===== config.mk =====
export PLATFORM = sky130hd
export DESIGN_NAME = digit_serial_adder
export DESIGN_NICKNAME = d
export VERILOG_FILES = /design/src/rtl/digit_serial_adder.sv
export SDC_FILE = /design/constraint.sdc
export NUM_CORES = 1
export LEC_CHECK = 0
export CAP_MARGIN = 20
export CORE_UTILIZATION = 45
export CTS_CLUSTER_SIZE = 20
export DETAILED_ROUTE_END_ITERATION = 16
export PLACE_DENSITY = 0.74
export SKIP_LAST_GASP = 1
export SLEW_MARGIN = 20
export SYNTH_ARGS = -nofsm -noshare
export SYNTH_HDL_FRONTEND = slang
export SYNTH_SLANG_ARGS = --single-unit

===== constraint.sdc =====
create_clock -name clk -period 3.4 [get_ports clk]
set_input_delay 0.34 -clock clk [delete_from_list [all_inputs] [get_ports clk]]
set_output_delay 0.34 -clock clk [all_outputs]
set_load 0.02 [all_outputs]

===== src/rtl/digit_serial_adder.sv =====
// Digit-serial two's-complement adder/subtractor: adds one DIGIT-bit slice per
// clock, LSB digit first, and publishes Sum/Cout/Overflow with a one-cycle done.
module digit_serial_adder #(
  parameter int unsigned WIDTH = 16,
  parameter int unsigned DIGIT = 4
) (
  input  logic             clk,
  input  logic             rst,
  input  logic             start,
  input  logic [WIDTH-1:0] A,
  input  logic [WIDTH-1:0] B,
  input  logic             Cin,
  input  logic             Sub,
  output logic             busy,
  output logic             done,
  output logic [WIDTH-1:0] Sum,
  output logic             Cout,
  output logic             Overflow
);

  localparam int unsigned NDIG  = WIDTH / DIGIT;
  localparam int unsigned IDX_W = (NDIG > 1) ? $clog2(NDIG) : 1;
  localparam int unsigned SUM_W = DIGIT + 1;
  localparam logic [IDX_W-1:0] LAST_IDX = IDX_W'(NDIG - 1);

  typedef enum logic [1:0] {IDLE, RUN, DONE} state_t;

  state_t           state;
  logic [WIDTH-1:0] a_sh;
  logic [WIDTH-1:0] b_sh;
  logic [WIDTH-1:0] acc;
  logic             carry;
  logic [IDX_W-1:0] idx;

  logic [DIGIT:0]   slice_sum;
  logic [WIDTH-1:0] acc_next;
  logic             ovf_c;

  // Current digit sum; the new slice enters the accumulator from the top so
  // after NDIG steps the accumulator holds the whole result in place.
  always_comb begin
    slice_sum = {1'b0, a_sh[DIGIT-1:0]} + {1'b0, b_sh[DIGIT-1:0]} + SUM_W'(carry);
    acc_next  = (acc >> DIGIT) | (WIDTH'(slice_sum[DIGIT-1:0]) << (WIDTH - DIGIT));
    // On the last digit the low slice bits hold the operand MSBs: signed
    // overflow when both operands share a sign that the result does not.
    ovf_c     = (a_sh[DIGIT-1] == b_sh[DIGIT-1]) && (slice_sum[DIGIT-1] != a_sh[DIGIT-1]);
  end

  // Control FSM and datapath registers; outputs only change on load or reset.
  always_ff @(posedge clk) begin
    if (rst) begin
      state    <= IDLE;
      busy     <= 1'b0;
      done     <= 1'b0;
      Sum      <= '0;
      Cout     <= 1'b0;
      Overflow <= 1'b0;
      a_sh     <= '0;
      b_sh     <= '0;
      acc      <= '0;
      carry    <= 1'b0;
      idx      <= '0;
    end else begin
      case (state)
        IDLE: begin
          done <= 1'b0;
          if (start) begin
            a_sh  <= A;
            b_sh  <= Sub ? ~B : B;
            carry <= Cin ^ Sub;
            idx   <= '0;
            busy  <= 1'b1;
            state <= RUN;
          end
        end
        RUN: begin
          a_sh  <= a_sh >> DIGIT;
          b_sh  <= b_sh >> DIGIT;
          acc   <= acc_next;
          carry <= slice_sum[DIGIT];
          idx   <= idx + IDX_W'(1);
          if (idx == LAST_IDX) begin
            Sum      <= acc_next;
            Cout     <= slice_sum[DIGIT];
            Overflow <= ovf_c;
            done     <= 1'b1;
            state    <= DONE;
          end
        end
        DONE: begin
          done  <= 1'b0;
          busy  <= 1'b0;
          state <= IDLE;
        end
        default: begin
          done  <= 1'b0;
          busy  <= 1'b0;
          state <= IDLE;
        end
      endcase
    end
  end

endmodule


==> results by group, run 1 <==
Layout
  • Area Overhead vs Synth: 26.5%
  • Post-route design area: 0.00380 mm^2
  • Share of layout cells above drive strength 1: 0.0733
  • Diode count: 0
  • Post-route insts no fill: 459
  • Fill count: 575
  • Net count, final: 420

Synthesis
  • Top cells by area, synth: dfxtp_1, o2bb2ai_1, nand2_1, a22oi_1, nor2_1
  • Yosys warns: 0
  • Count of cell types in the netlist: 37
  • Synth top area share: 0.460
  • Number of flops mapped to enable cells by yosys: 0
  • Synth Flop Type: dfxtp_1
  • Cell taking the most area after synthesis: dfxtp_1
  • Most common cell in the synthesized netlist: dfxtp_1
  • Synth Instances: 333
  • Synthesized area: 0.00300 mm^2
  • Commonest cells in the netlist: dfxtp_1, nand2_1, nor2_1
  • Syn Nets: approximately 380
  • Register area share after synthesis: 0.460
  • FFs w/ async S/R, synth: 0
  • Post-synthesis register bit count: 69
  • Syn Area/Cell: 9.01 um^2

STA
  • Final Hold Fails: 0
  • Tmin final: roughly 2 ns
  • Final period utilization: 0.598
  • Max-slew violation count: 0
  • Slew @ Worst Pin: between 0.9 and 1 ns
  • Final Setup Violations: 0
  • Setup TNS: 0 ns
  • RSZ-0062 raised after global routing: no
  • Final Worst Setup Slack: 1.37 ns
  • Max Fclk: 0.492 GHz
  • Clock skew: 0.00770 ns
  • Slew HR: 0.359

Power and ir drop
  • Net switching fraction of the power: 0.247
  • Clock Power Share: 0.423
  • Logic pwr share: 0.121
  • PwrDens: 507 mW/mm^2
  • Internal Power: between 0.001 and 0.0015 W
  • Worst ir drop on vdd: 278 uV
  • P_leak: 1.40 nW
  • Proportion of power drawn by flip-flops and latches: 0.456
  • Net Sw Power: 0.000475 W

Worst setup path
  • Setup CP Type: reg2reg
  • Crit path max fanout: 21
  • Crit. End Element: register
  • WP data required: 3.67 ns
  • Worst Path Arrival: 2.30 ns
  • Worst setup SP type: register

GRT
  • Vias in the first global route: 2360
  • Global route overflow: 0
  • Total Routing Usage GR: 0.193
  • Largest net degree at the start of global routing: 28
  • Global-route wire length before repair: 10.9 mm
  • Initial antenna violation count: 0

Clock network
  • Longest Clk Path Bufs: 2
  • Post-CTS Setup Inserts: 0
  • Resized Gates After CTS: 0
  • CTS tree: done
  • Htree depth: 3
  • CTS hold repair buffers: 0
  • Clk pin slew, worst setup/hold paths: approximately 0.08 ns
  • Cts bufs inserted: 9
  • Worst skew pair latency: 0.34 ns
  • CTS root buffer: clkbuf_8
  • # clock sinks: about 70

Run status
  • Status: finished, final reports clean

Drt
  • Initial DRC count: between 100 and 150
  • Vias per Instance: between 5 and 6
  • DR pass1 iterations: 4
  • Drt wl/cell: 13.6 um
  • DRC: 0
  • Antenna Nets Post-Route: 0
  • Vias: 2462
  • Drt total wl: 6.26 mm

Placement
  • IO buf count: 56
  • Inst Count DP: about 440
  • Post-DP HPWL: 4.39 mm
  • Global placer's final weighted congestion: 0.774
  • Placed cell area: 0.00355 mm^2
  • Placement Setup Slack: 1.12 ns

Floorplan
  • Core box area: 0.00639 mm^2
  • DIE HEIGHT: 83.7 um
  • I/O pin cnt: 57
  • Initial Util: 0.470
  • Die area: 0.00700 mm^2
  • Chip width: 83.7 um
  • Row count: 29

Run
  • MaxCap Viol Count: 0

Min path
  • Worst hold path type: in2reg
-- power groups by stage --
stage	logic, W	clock network [W]	registers [W]
3_3_place_gp	0.000227	0	0.000898
4_1_cts	0.000233	0.000825	0.000879
3_5_place_dp	0.000232	0	0.000898
6_report	0.000232	0.000815	0.000879
2_1_floorplan	0.000158	0	0.000888
5_1_grt	0.000260	0.000862	0.000885
-- cells in the final DEF (no fill, tap or decap), drive strengths merged, types with 3 or more instances in the layout --
cell	instances
clkbuf	9
a211oi	13
nor2b	3
ha	4
xor2	17
clkdlybuf4s50	55
inv	9
a22oi	22
o2bb2ai	24
nor3b	4
a21oi	27
bufinv	3
buf	5
a311o	3
nand2	49
nor2	40
a2111oi	3
dfxtp	69
-- sequential cells by signal (all words and copies together) (netlist names), 2 cells and up --
name	flops
idx	2
a_sh	16
Sum	16
state	2
acc	12
b_sh	16
-- through the flow --
stage	power, W	utilization	hold WS [ns]
final	0.00193	0.594	0.404
after global routing	0.00201	0.594	0.414
after CTS	0.00194	0.594	0.395
after detailed placement	0.00113	0.556	0.447
after global placement	0.00113	0.556	0.442
after floorplan	0.00105	-	0.432
-- final cells by class --
class | count | area, um^2 | area share
Clock buffer | 9 | 124 | 0.0326
Clock inverter | 7 | 121 | 0.0320
Inverter | 7 | 26.3 | 0.00692
Multi-Input combinational cell | 230 | 1460 | 0.385
Sequential cell | 69 | 1380 | 0.364
Tap cell | 77 | 96.3 | 0.0254
Timing Repair Buffer | 60 | 586 | 0.154
-- final timing paths --
kind                            slack (ns)               endpoint  cells past startpoint                  start
worst max register to register        1.37      Cout$_SDFFE_PP0P_                      3  state[0]$_SDFFE_PP0P_
worst min register to register        0.45      Cout$_SDFFE_PP0P_                      2      Cout$_SDFFE_PP0P_
worst max-delay path                  1.37      Cout$_SDFFE_PP0P_                      3  state[0]$_SDFFE_PP0P_
worst min-delay path                  0.40  a_sh[15]$_SDFFE_PP0P_                      2                    rst
-- worst max-delay path, stage by stage (launching register included) --
cell      delay [ns]
dfxtp_1         0.75
and3b_1         0.72
o221ai_1        0.31
a21oi_1         0.17
-- cells by family after synthesis --
family,synth area share
compound gates,0.245
xor+xnor,0.0525
fa+ha+maj,0.0300
buf+inv,0.0529
flops,0.460
mux,0.00333
simple gates,0.156
-- layer usage --
metal | wire [um] | track usage
met5 | 0 | 0
met4 | 55 | 0.0693
met3 | 276 | 0.0366
met2 | 2980 | 0.306
met1 | 2950 | 0.263
(Power assumes the default switching activity.)
==> run 2, diff against run 1 <==
--- a/config.mk
+++ b/config.mk
@@ -9,7 +9,7 @@
 export CORE_UTILIZATION = 45
 export CTS_CLUSTER_SIZE = 20
 export DETAILED_ROUTE_END_ITERATION = 16
-export PLACE_DENSITY = 0.74
+export PLACE_DENSITY = 0.76
 export SKIP_LAST_GASP = 1
 export SLEW_MARGIN = 20
 export SYNTH_ARGS = -nofsm -noshare
==> constraint.sdc (replaced) <==
create_clock -name clk -period 1.8 [get_ports clk]
set_input_delay 0.18 -clock clk [delete_from_list [all_inputs] [get_ports clk]]
set_output_delay 0.18 -clock clk [all_outputs]
set_load 0.02 [all_outputs]
==> results by group, run 2 (same netlist as run 1, synthesis figures left out) <==
Floorplan
  • Chip width: 83.7 um (unchanged)
  • DIE HEIGHT: 83.7 um (unchanged)
  • I/O pin cnt: 57 (unchanged)
  • Row count: 29 (unchanged)
  • Die area: 0.00700 mm^2 (unchanged)
  • Initial Util: 0.470 (unchanged)
  • Core box area: 0.00639 mm^2 (unchanged)

Drt
  • Vias: 2552 (was 2462)
  • Vias per Instance: 5.43 (was 5.36)
  • DR pass1 iterations: 4 (unchanged)
  • Drt total wl: 6.32 mm (was 6.26 mm)
  • Drt wl/cell: 13.5 um (was 13.6 um)
  • Antenna Nets Post-Route: 0 (unchanged)
  • Initial DRC count: 170 (was 135)
  • DRC: 0 (unchanged)

Worst setup path
  • WP data required: 2.09 ns (was 3.67 ns)
  • Crit path max fanout: 4 (was 21)
  • Delay-heaviest family, CP: compound AO/OA/AOI/OAI gates (was flip-flops)
  • Worst Path Arrival: 1.97 ns (was 2.30 ns)
  • CP max stage cell: fa_1 (was dfxtp_1)
  • CP bufs+invs: 0 (unchanged)
  • Critical path's largest stage delay: 0.45 ns (was 0.75 ns)
  • Cells along the critical path: fa_1 -> a21o_1 -> a2111oi_1 -> a311o_1 (was and3b_1 -> o221ai_1 -> a21oi_1)
  • Setup CP Type: reg2reg (unchanged)
  • R2r setup slk: 0.11 ns (was 1.37 ns)
  • Worst setup SP type: register (unchanged)
  • Crit. End Element: register (unchanged)

Clock network
  • Clk pin slew, worst setup/hold paths: 0.07 ns (was 0.08 ns)
  • Cts bufs inserted: 9 (unchanged)
  • Post-CTS Setup Inserts: 0 (unchanged)
  • # clock sinks: 69 (unchanged)
  • CTS root buffer: clkbuf_8 (unchanged)
  • CTS tree: done (unchanged)
  • Worst skew pair latency: 0.34 ns (about the same)
  • Htree depth: 3 (unchanged)
  • Resized Gates After CTS: 0 (unchanged)
  • Longest Clk Path Bufs: 2 (unchanged)
  • CTS hold repair buffers: 0 (unchanged)

Run
  • MaxCap Viol Count: 0 (unchanged)

STA
  • Max-slew violation count: 0 (unchanged)
  • Max Fclk: 0.593 GHz (was 0.492 GHz)
  • Final period utilization: 0.937 (was 0.598)
  • Tmin final: 1.69 ns (was 2.03 ns)
  • RSZ-0062 raised after global routing: no (unchanged)
  • Slew HR: 0.481 (was 0.359)
  • Clock skew: 0.00514 ns (was 0.00770 ns)
  • Final Setup Violations: 0 (unchanged)
  • Final Hold Fails: 0 (unchanged)
  • Slew @ Worst Pin: 0.775 ns (was 0.959 ns)

Power and ir drop
  • Worst ir drop on vdd: 617 uV (was 278 uV)
  • PwrDens: 890 mW/mm^2 (was 507 mW/mm^2)
  • P_leak: 1.44 nW (was 1.40 nW)

Placement
  • Inst Count DP: 454 (was 443)
  • Global placer's final weighted congestion: 0.841 (was 0.774)
  • IO buf count: 56 (unchanged)
  • Placed cell area: 0.00363 mm^2 (was 0.00355 mm^2)
  • Post-DP HPWL: 4.59 mm (was 4.39 mm)

GRT
  • Largest net degree at the start of global routing: 25 (was 28)
  • Global route overflow: 0 (unchanged)
  • Global-route wire length before repair: 11.0 mm (was 10.9 mm)
  • Total Routing Usage GR: 0.194 (was 0.193)
  • Vias in the first global route: 2404 (was 2360)
  • Initial antenna violation count: 0 (unchanged)

Layout
  • Most common cell after layout, fill and taps aside: dfxtp_1 (unchanged)
  • Share of layout cells above drive strength 1: 0.102 (was 0.0733)
  • Most frequent cells in the layout: dfxtp_1, clkdlybuf4s50_1, nand2_1 (unchanged)
  • Diode count: 0 (unchanged)
  • Post-route insts no fill: 470 (was 459)
  • Fill count: 557 (was 575)
  • Net count, final: 431 (was 420)
  • Post-route design area: 0.00385 mm^2 (was 0.00380 mm^2)
  • Area Overhead vs Synth: 28.3% (was 26.5%)
  • Top flop regs: Sum: 16 flops, a_sh: 16 flops, b_sh: 16 flops (unchanged)

Run status
  • Status: finished, final reports clean (unchanged)

Min path
  • Worst hold path type: in2reg (unchanged)
## run 2: cell types whose count changed in the layout (fill, tap and decap cells not counted)
cell and delta:
o21bai_1 -1, clkinvlp_4 +2, a2111oi_0 -2, a2111oi_1 +2
o21bai_2 +1, bufinv_16 -2, buf_4 +11, inv_6 -2
clkbuf_8 +2
## run 2: power by group
part           total, W  internal [W]  switching, W  leakage [nW]
logic          0.000460      0.000224      0.000237         0.773
registers       0.00166       0.00160     0.0000551         0.563
clock network   0.00130      0.000715      0.000590         0.102
total           0.00342       0.00254      0.000882          1.44
## run 2: per-stage QoR
step | hold slack, ns | util | TNS (ns) | total power (W) | worst slack (ns)
after floorplan | 0.328 | - | 0 | 0.00198 | 0.234
after global placement | 0.443 | 0.569 | 0 | 0.00214 | 0.00608
after detailed placement | 0.446 | 0.569 | -0.426 | 0.00215 | -0.0784
after CTS | 0.240 | 0.602 | 0 | 0.00344 | 0.123
after global routing | 0.288 | 0.603 | 0 | 0.00358 | 0.0243
final | 0.256 | 0.603 | 0 | 0.00342 | 0.113
## run 2: path summary, 6_finish.rpt
check,from,to,depth (start not counted)
hold / removal,rst,a_sh[14]$_SDFFE_PP0P_,2
setup reg to reg,a_sh[0]$_SDFFE_PP0P_,Sum[15]$_SDFFE_PP0P_,4
hold reg to reg,Cout$_SDFFE_PP0P_,Cout$_SDFFE_PP0P_,2
setup / recovery,a_sh[0]$_SDFFE_PP0P_,Sum[15]$_SDFFE_PP0P_,4
## run 2: worst register-to-register path: stages (launching register included)
cell,delay [ns]
dfxtp_1,0.34
fa_1,0.45
a21o_1,0.23
a2111oi_1,0.44
a311o_1,0.18
## run 2: layout make-up
cell class                 count  area [um^2]  share of cell area
timing repair buffer          71          668               0.174
multi-input combinational    230         1470               0.381
inverter                       7         26.3             0.00682
sequential                    69         1380               0.359
tap                           77         96.3              0.0250
clock buffer                  11          151              0.0393
clock inverter                 5         58.8              0.0153
## run 2: layer usage
layer  share of wire  wire length, um  GRT usage  vias up
li1                -                -          -     1280
met1            0.48             3020      0.263     1184
met2            0.46             2880      0.294       78
met3           0.052              328     0.0504       10
met4           0.016               99     0.0755        0
met5               0                0          0        -
==> run 3, diff against run 2 <==
--- a/config.mk
+++ b/config.mk
@@ -6,10 +6,10 @@
 export NUM_CORES = 1
 export LEC_CHECK = 0
 export CAP_MARGIN = 20
-export CORE_UTILIZATION = 45
+export CORE_UTILIZATION = 40
 export CTS_CLUSTER_SIZE = 20
 export DETAILED_ROUTE_END_ITERATION = 16
-export PLACE_DENSITY = 0.76
+export PLACE_DENSITY = 0.7
 export SKIP_LAST_GASP = 1
 export SLEW_MARGIN = 20
 export SYNTH_ARGS = -nofsm -noshare
==> results by group, run 3 (same netlist as run 1, synthesis figures left out) <==
STA
  • Max-slew violation count: 0 (unchanged)
  • Slew @ Worst Pin: 0.860 ns (was 0.775 ns)
  • Max Fclk: 0.580 GHz (was 0.593 GHz)
  • Final period utilization: 0.957 (was 0.937)
  • Tmin final: 1.72 ns (was 1.69 ns)
  • Final Setup Violations: 0 (unchanged)
  • Clock skew: 0.0103 ns (was 0.00514 ns)
  • RSZ-0062 raised after global routing: yes (was no)
  • Final Worst Setup Slack: 0.0766 ns (was 0.113 ns)
  • Final Hold Fails: 0 (unchanged)
  • Slew HR: 0.425 (was 0.481)

Run status
  • Status: finished, final reports clean (unchanged)

Drt
  • DR pass1 iterations: 5 (was 4)
  • Drt total wl: 6.58 mm (was 6.32 mm)
  • Antenna Nets Post-Route: 0 (unchanged)
  • Initial DRC count: 84 (was 170)
  • DRC: 0 (unchanged)
  • Vias: 2535 (was 2552)
  • Drt wl/cell: 13.3 um (was 13.5 um)
  • Vias per Instance: 5.13 (was 5.43)

GRT
  • Global-route wire length before repair: 11.1 mm (was 11.0 mm)
  • Initial antenna violation count: 0 (unchanged)
  • Global route overflow: 0 (unchanged)
  • Total Routing Usage GR: 0.184 (was 0.194)
  • Vias in the first global route: 2444 (was 2404)
  • Largest net degree at the start of global routing: 32 (was 25)

Clock network
  • CTS hold repair buffers: 0 (unchanged)
  • Clk pin slew, worst setup/hold paths: 0.07 ns (about the same)
  • Htree depth: 3 (unchanged)
  • CTS root buffer: clkbuf_8 (unchanged)
  • Worst skew pair latency: 0.34 ns (about the same)
  • Cts bufs inserted: 9 (unchanged)
  • # clock sinks: 69 (unchanged)
  • CTS tree: done (unchanged)
  • Resized Gates After CTS: 0 (unchanged)
  • Longest Clk Path Bufs: 2 (unchanged)
  • Post-CTS Setup Inserts: 0 (unchanged)

Worst setup path
  • Crit path max fanout: 4 (unchanged)
  • R2R Path Start: a_sh[0]$_SDFFE_PP0P_ (unchanged)
  • Crit. End Element: register (unchanged)
  • WP data required: 2.08 ns (was 2.09 ns)
  • Worst setup SP type: register (unchanged)
  • Critical Path Source: a_sh[0]$_SDFFE_PP0P_ (unchanged)
  • Worst Path Arrival: 2.00 ns (was 1.97 ns)
  • Setup CP Type: reg2reg (unchanged)

Placement
  • IO buf count: 56 (unchanged)
  • Placement Setup Slack: -0.0578 ns (was -0.0784 ns)
  • Global placer's final weighted congestion: 0.820 (was 0.841)
  • Post-DP HPWL: 4.62 mm (was 4.59 mm)
  • Inst Count DP: 478 (was 454)

Layout
  • Net count, final: 433 (was 431)
  • Fill count: 711 (was 557)
  • Most frequent cells in the layout: dfxtp_1, clkdlybuf4s50_1, nand2_1 (unchanged)
  • Top flop regs: Sum: 16 flops, a_sh: 16 flops, b_sh: 16 flops (unchanged)
  • Share of layout cells above drive strength 1: 0.104 (was 0.102)
  • Diode count: 0 (unchanged)
  • Post-route insts no fill: 494 (was 470)
  • Most common cell after layout, fill and taps aside: dfxtp_1 (unchanged)
  • Area Overhead vs Synth: 29.7% (was 28.3%)

Floorplan
  • Core box area: 0.00725 mm^2 (was 0.00639 mm^2)
  • Row count: 31 (was 29)
  • DIE HEIGHT: 88.6 um (was 83.7 um)
  • Initial Util: 0.414 (was 0.470)
  • Chip width: 88.6 um (was 83.7 um)
  • Die area: 0.00785 mm^2 (was 0.00700 mm^2)
  • I/O pin cnt: 57 (unchanged)

Min path
  • Hold Path Origin: rst (unchanged)
  • Worst hold path type: in2reg (unchanged)

Run
  • MaxCap Viol Count: 0 (unchanged)

Power and ir drop
  • P_leak: 1.45 nW (was 1.44 nW)
  • Worst ir drop on vdd: 458 uV (was 617 uV)
  • PwrDens: 869 mW/mm^2 (was 890 mW/mm^2)
run 3: path summary, 6_finish.rpt:
check | endpoint | slack [ns] | depth (start not counted)
max | acc[15]$_SDFFE_PP0P_ | 0.08 | 4
min | idx[1]$_SDFFE_PP0P_ | 0.21 | 2
max reg2reg | acc[15]$_SDFFE_PP0P_ | 0.08 | 4
min reg2reg | Sum[0]$_SDFFE_PP0P_ | 0.45 | 2
run 3: layout make-up:
cell class / count / area (um^2) / share of cell area
Inverter: 7 / 26.3 / 0.00675
Sequential cell: 69 / 1380 / 0.355
Timing Repair Buffer: 73 / 683 / 0.175
Clock inverter: 5 / 60.1 / 0.0154
Tap cell: 99 / 124 / 0.0318
Clock buffer: 11 / 141 / 0.0363
Multi-Input combinational cell: 230 / 1480 / 0.379
run 3: per-stage QoR:
stage | total power (W) | setup TNS (ns) | hold slack, ns | util | instance area, um^2
global route | 0.00353 | 0 | 0.221 | 0.537 | 3890
detailed placement | 0.00216 | -0.280 | 0.446 | 0.507 | 3680
CTS | 0.00341 | 0 | 0.192 | 0.535 | 3880
floorplan | 0.00198 | 0 | 0.328 | - | 3000
finish | 0.00338 | 0 | 0.207 | 0.537 | 3890
global placement | 0.00214 | 0 | 0.442 | 0.507 | 3680
run 3: power breakdown:
group          switching [W]  internal, W  total, W
logic               0.000243     0.000227  0.000470
clock network       0.000576     0.000680   0.00126
registers          0.0000539      0.00160   0.00166
run 3: metal layers:
layer,GRT usage,part of all wire
met4,0.0880,0.023
met1,0.231,0.46
met3,0.0429,0.044
met5,0,0
met2,0.298,0.47
run 3: critical path: stages (launching register included):
cell and delay [ns]:
dfxtp_1 0.33, fa_1 0.45, a21o_1 0.24, a2111oi_0 0.46, a311o_1 0.18
